### config.mk
export PLATFORM = sky130hd
export DESIGN_NAME = elevator_scheduler
export DESIGN_NICKNAME = d
export VERILOG_FILES = /design/src/rtl/elevator_scheduler.sv
export SDC_FILE = /design/constraint.sdc
export NUM_CORES = 1
export LEC_CHECK = 0
export ABC_CLOCK_PERIOD_IN_PS = 2400
export CORE_ASPECT_RATIO = 0.8
export CORE_MARGIN = 1.5
export CORE_UTILIZATION = 51
export CTS_BUF_LIST = sky130_fd_sc_hd__clkbuf_8
export DETAILED_ROUTE_END_ITERATION = 8
export PLACE_DENSITY_LB_ADDON = 0.08
export REMOVE_ABC_BUFFERS = 1
export SLEW_MARGIN = 20
export SYNTH_ARGS = -nofsm -noshare
export SYNTH_HDL_FRONTEND = slang
export SYNTH_SLANG_ARGS = --single-unit
### constraint.sdc
create_clock -name clk -period 2.4 [get_ports clk]
set_clock_uncertainty 0.1 [all_clocks]
set_input_delay 0.24 -clock clk [delete_from_list [all_inputs] [get_ports clk]]
set_output_delay 0.24 -clock clk [all_outputs]
set_load 0.01 [all_outputs]
### src/rtl/elevator_scheduler.sv
// elevator_scheduler
// Four-stop car scheduler (floors 0..3). Latches calls, picks the next stop
// with a collective SCAN policy, times travel and door dwell on the tick
// timebase and publishes floor/status as registered outputs.
//
//   state   | meaning
//   --------+-------------------------------------------------------------
//   IDLE 00 | stationary, door closed; decides next action every clk
//   MOVE 01 | travelling toward a pending call, travel timer running
//   DOOR 10 | door open at current floor, dwell timer running
//   --  11  | unused encoding, recovers to IDLE
module elevator_scheduler #(
   parameter int TRAVEL_TICKS = 4,
   parameter int DOOR_TICKS   = 3
) (
   input  logic       clk,
   input  logic       rst,
   input  logic       tick,
   input  logic [3:0] call_req,
   output logic [3:0] call_pending,
   output logic [1:0] floor,
   output logic [1:0] state,
   output logic       moving,
   output logic       dir_up,
   output logic       door_open,
   output logic       arrive
);

   localparam int MAX_TICKS = (TRAVEL_TICKS > DOOR_TICKS) ? TRAVEL_TICKS : DOOR_TICKS;
   localparam int CW        = $clog2(MAX_TICKS + 1);

   localparam logic [CW-1:0] TRAVEL_LOAD = CW'(TRAVEL_TICKS);
   localparam logic [CW-1:0] DOOR_LOAD   = CW'(DOOR_TICKS);
   localparam logic [CW-1:0] CNT_ONE     = CW'(1);

   typedef enum logic [1:0] {
      ST_IDLE = 2'b00,
      ST_MOVE = 2'b01,
      ST_DOOR = 2'b10,
      ST_BAD  = 2'b11
   } state_t;

   state_t        st_q;
   logic [CW-1:0] travel_cnt;
   logic [CW-1:0] door_cnt;

   logic [3:0] pend_set;
   logic [1:0] nxt_floor;
   logic       here;
   logic       above;
   logic       below;
   logic       nxt_hit;
   logic       nxt_beyond;
   logic       travel_tc;
   logic       door_tc;

   // Floors strictly above f.
   function automatic logic [3:0] gt_mask(input logic [1:0] f);
      logic [3:0] m;
      case (f)
         2'd0:    m = 4'b1110;
         2'd1:    m = 4'b1100;
         2'd2:    m = 4'b1000;
         default: m = 4'b0000;
      endcase
      return m;
   endfunction

   // Floors strictly below f.
   function automatic logic [3:0] lt_mask(input logic [1:0] f);
      logic [3:0] m;
      case (f)
         2'd0:    m = 4'b0000;
         2'd1:    m = 4'b0001;
         2'd2:    m = 4'b0011;
         default: m = 4'b0111;
      endcase
      return m;
   endfunction

   function automatic logic [3:0] onehot(input logic [1:0] f);
      return 4'b0001 << f;
   endfunction

   assign state = st_q;

   // Request summaries and next-floor lookahead used by the sequencer.
   always_comb begin
      pend_set   = call_pending | call_req;
      here       = call_pending[floor];
      above      = |(call_pending & gt_mask(floor));
      below      = |(call_pending & lt_mask(floor));
      nxt_floor  = dir_up ? (floor + 2'd1) : (floor - 2'd1);
      // The arrival decision sees calls raised on the arrival edge itself.
      nxt_hit    = pend_set[nxt_floor];
      nxt_beyond = dir_up ? |(pend_set & gt_mask(nxt_floor))
                          : |(pend_set & lt_mask(nxt_floor));
      // Terminal count at 1; a stray 0 is also treated as terminal.
      travel_tc  = (travel_cnt <= CNT_ONE);
      door_tc    = (door_cnt <= CNT_ONE);
   end

   // Sequencer: call latch, state, timers and registered status outputs.
   always_ff @(posedge clk or posedge rst) begin
      if (rst) begin
         st_q         <= ST_IDLE;
         floor        <= 2'd0;
         dir_up       <= 1'b1;
         call_pending <= 4'b0000;
         moving       <= 1'b0;
         door_open    <= 1'b0;
         arrive       <= 1'b0;
         travel_cnt   <= '0;
         door_cnt     <= '0;
      end else begin
         call_pending <= pend_set;
         arrive       <= 1'b0;
         case (st_q)
            ST_IDLE: begin
               if (here) begin
                  st_q         <= ST_DOOR;
                  door_open    <= 1'b1;
                  moving       <= 1'b0;
                  door_cnt     <= DOOR_LOAD;
                  call_pending <= pend_set & ~onehot(floor);
               end else if (above && (dir_up || !below)) begin
                  st_q       <= ST_MOVE;
                  dir_up     <= 1'b1;
                  moving     <= 1'b1;
                  travel_cnt <= TRAVEL_LOAD;
               end else if (below) begin
                  st_q       <= ST_MOVE;
                  dir_up     <= 1'b0;
                  moving     <= 1'b1;
                  travel_cnt <= TRAVEL_LOAD;
               end
            end
            ST_MOVE: begin
               if (tick) begin
                  if (travel_tc) begin
                     floor  <= nxt_floor;
                     arrive <= 1'b1;
                     if (nxt_hit) begin
                        st_q         <= ST_DOOR;
                        moving       <= 1'b0;
                        door_open    <= 1'b1;
                        door_cnt     <= DOOR_LOAD;
                        call_pending <= pend_set & ~onehot(nxt_floor);
                     end else if (nxt_beyond) begin
                        travel_cnt <= TRAVEL_LOAD;
                     end else begin
                        st_q   <= ST_IDLE;
                        moving <= 1'b0;
                     end
                  end else begin
                     travel_cnt <= travel_cnt - CNT_ONE;
                  end
               end
            end
            ST_DOOR: begin
               // A press at the open floor keeps the door open rather than queueing.
               if (call_req[floor]) begin
                  door_cnt     <= DOOR_LOAD;
                  call_pending <= pend_set & ~onehot(floor);
               end else if (tick) begin
                  if (door_tc) begin
                     st_q      <= ST_IDLE;
                     door_open <= 1'b0;
                  end else begin
                     door_cnt <= door_cnt - CNT_ONE;
                  end
               end
            end
            default: begin
               st_q      <= ST_IDLE;
               moving    <= 1'b0;
               door_open <= 1'b0;
            end
         endcase
      end
   end

endmodule
==> Flow_metrics.wiki <==
{| class="wikitable"
! Metric !! Value
|-
| Post-synth top cells || 17 x sky130_fd_sc_hd__dfrtp_1, 17 x sky130_fd_sc_hd__inv_1, 14 x sky130_fd_sc_hd__nor2_1, 11 x sky130_fd_sc_hd__a21oi_1, 9 x sky130_fd_sc_hd__ha_1
|-
| Routed wire length || 3.22 mm
|-
| Initial DRT Pass Iterations || 4
|-
| Final worst setup slack || 0.118 ns
|-
| Tightest Hold Check Type || input port to asynchronous set/reset pin
|-
| Biggest area consumer among synthesized cells || sky130_fd_sc_hd__dfrtp_1
|-
| Synthesized instance count || about 140
|-
| Number of enable flip-flop cells after synthesis || 0
|-
| Pre-CTS setup slack || -0.0380 ns
|-
| Layout cell share with drive strength beyond 1 || between 10% and 20%
|-
| Proportion of synthesized flip-flops having asynchronous set or reset || 100%
|-
| Clock-pin transition on the worst setup and hold timing paths || 0.07 ns
|-
| Critical Path RT || 2.45 ns
|-
| Clk sinks || 18
|-
| Weighted congestion at the end of routability-driven global placement || 0.944
|-
| First-pass GRT wire length || 5.25 mm
|-
| Synth Flop Type || sky130_fd_sc_hd__dfrtp_1
|-
| Areal power density over the cells || 1380 nW/um^2
|-
| Initial antenna violation count || 0
|-
| Maximum number of pins on one net before global-route repair || 19
|-
| CP endpoint kind || flop
|-
| Number of global-route vias before repair || 1101
|-
| Final hold slack || 0.297 ns
|-
| Fraction of the cycle the final worst path needs || 95.1%
|-
| Net count reported at finish || 188
|-
| Total number of placement rows || 16
|-
| PortBufs || 18
|-
| Synthesized area per cell || 9.31 sq um
|-
| Shortest period the worst path allows || 2.28 ns
|-
| Post-synth cell types || 42
|-
| Core Box Area || 2460 sq um
|-
| CTS Buf Count || 3
|-
| Overall global routing resource usage || 24.0%
|-
| DRC violation count after routing || 0
|-
| Final setup fails || 0
|-
| Largest fanout on the critical path || 4
|-
| Final core occ || 68.4%
|-
| RSZ-0062 raised after global routing || false
|-
| Transition time at the pin with the least slew margin || ~0.71 ns
|-
| Normalized max-slew margin || 52.8%
|-
| Iteration-0 DRC Markers || 77
|-
| Effective utilization at floorplan || 53.7%
|-
| Yosys warnings || 0
|-
| Clk root buf || sky130_fd_sc_hd__clkbuf_8
|-
| Max-slew violation count || 0
|-
| Path type of the worst setup path || flop to flop
|-
| Die extent in x || between 50 and 60 microns
|-
| Hold buffer count at cts || 0
|-
| Remaining number of nets flagged by the antenna check after routing || 0
|-
| Post-synthesis to final-layout area growth || 27.3%
|-
| Via count || 1240
|-
| Achievable Freq || 438 MHz
|-
| Top cells by area in the synthesized netlist || sky130_fd_sc_hd__dfrtp_1 32%, sky130_fd_sc_hd__ha_1 8.5%, sky130_fd_sc_hd__mux4_2 5.1%
|-
| Aggregate negative setup slack || 0 ns
|-
| Setup repair bufs after CTS || 0
|-
| Type of element launching the critical path || flop
|-
| Floorplan die area || roughly 2900 sq um
|-
| Area share of the largest cell type after synthesis || 32.2%
|-
| Sequential-to-total area share from yosys stat || 34.2%
|-
| Filler cell count in the final layout || between 150 and 200
|-
| Leakage power || ~0.74 nW
|-
| Via-to-Cell Ratio || 5.99
|-
| Detailed-route wire length per cell || between 15 and 20 microns
|-
| Clock Tree Buf Depth || 2
|-
| Critical path data arrival time || between 2 and 2.5 ns
|-
| Final global-route overflow total || 0
|-
| Clock insertion delay at the later pin of the skew report || 0.26 ns
|-
| Post-synthesis instance area || 1320 sq um
|-
| Die extent in y || 48.5 microns
|-
| Post-DP HPWL || 2.45 mm
|-
| Max-cap violations || 0
|-
| Maximum VDD drop || 667 uV
|-
| Antenna diode instance count || 0
|-
| Number of placed I/O pins || 19
|-
| Run status || finished clean
|-
| CTS H-tree lvls || 1
|-
| Final Hold Fails || 0
|-
| Number of flip-flops and latches in the synthesized netlist || 18
|-
| Worst reg2reg setup slack || between 0.1 and 0.15 ns
|-
| Clock tree from TritonCTS || done
|}
registers in the layout (all words and copies together), names as in the netlist:
name,count
arrive,1
call_pending,4
dir_up,1
door_cnt,3
door_open,1
floor,2
moving,1
state,2
travel_cnt,3
stage by stage:
step | power [mW] | instances | area [sq um]
final | 2.33 | 207 | 1680
after global routing | 2.51 | 207 | 1680
after CTS | 2.23 | 207 | 1650
after detailed placement | 1.96 | 203 | 1590
after global placement | 1.93 | 203 | 1590
after floorplan | 1.44 | 139 | 1290
metal layers:
metal	up-vias	routed length, microns	track usage [%]
met5	-	0	0
met4	0	6	2.22
met3	2	230	6.42
met2	55	1460	33.5
met1	605	1530	38.3
li1	578	-	-
cell usage in the layout, fill, tap and decap left out, types with 3 or more instances in the layout:
| master | Yosys | layout |
|---|---|---|
| sky130_fd_sc_hd__buf_4 | 0 | 10 |
| sky130_fd_sc_hd__a221oi_1 | 4 | 4 |
| sky130_fd_sc_hd__o21bai_1 | 3 | 3 |
| sky130_fd_sc_hd__a21oi_1 | 11 | 11 |
| sky130_fd_sc_hd__clkbuf_8 | 2 | 4 |
| sky130_fd_sc_hd__ha_1 | 9 | 8 |
| sky130_fd_sc_hd__dfrtp_1 | 17 | 17 |
| sky130_fd_sc_hd__nor2_1 | 14 | 14 |
| sky130_fd_sc_hd__inv_1 | 17 | 16 |
| sky130_fd_sc_hd__nor2b_1 | 3 | 3 |
| sky130_fd_sc_hd__nand2_1 | 6 | 6 |
| sky130_fd_sc_hd__nand3_1 | 3 | 3 |
| sky130_fd_sc_hd__a21o_1 | 3 | 3 |
| sky130_fd_sc_hd__mux4_2 | 3 | 3 |
| sky130_fd_sc_hd__clkdlybuf4s50_1 | 0 | 18 |
| sky130_fd_sc_hd__o211ai_1 | 3 | 3 |
| sky130_fd_sc_hd__o21ai_0 | 7 | 7 |
path summary, 6_finish.rpt:
check	depth (start not counted)	from	end
min reg2reg	2	moving	moving
min in group clk	2	moving	moving
max	7	floor[0]	door_cnt[1]
min	2	rst	call_pending[0]
max reg2reg	7	floor[0]	door_cnt[1]
max in group asynchronous	2	rst	door_cnt[2]
kinds of logic after synthesis:
group	synth area share, %
buffers and inverters	7.28
DFF	34.2
and+or+nand+nor	13.0
xor gates and xnor gates	1.99
adders and majority gates	8.51
muxes	7.47
AOI/OAI and AO/OA	27.6
cell type report:
class / instances / area (sq um) / area share, %
timing repair buffer: 28 / 255 / 15.2
clock buffer: 4 / 55.1 / 3.27
tap: 36 / 45.0 / 2.67
inverter: 17 / 63.8 / 3.79
sequential: 18 / 452 / 26.8
multi-input combinational: 104 / 813 / 48.3
power by group:
part	internal [mW]	switching, mW	leakage, nW
Sequential	0.425	0.133	0.206
Combinational	0.745	0.774	0.505
Clock	0.146	0.105	0.0288
Total	1.32	1.01	0.740
what timing repair did:
item / CTS / global route
gates resized for setup: 1 / 4
pin swaps: 0 / 1
endpoints found under the setup margin: 2 / 8
worst max-delay path, cell delays in order, from the launching register on:
cell and delay [ns]:
sky130_fd_sc_hd__dfrtp_1 0.38, sky130_fd_sc_hd__inv_1 0.11, sky130_fd_sc_hd__ha_4 0.23, sky130_fd_sc_hd__xnor2_4 0.19, sky130_fd_sc_hd__mux4_2 0.58, sky130_fd_sc_hd__o21ai_2 0.15, sky130_fd_sc_hd__nand3_1 0.12, sky130_fd_sc_hd__mux2_2 0.30
Note: power is estimated with default switching activity, not from simulation.
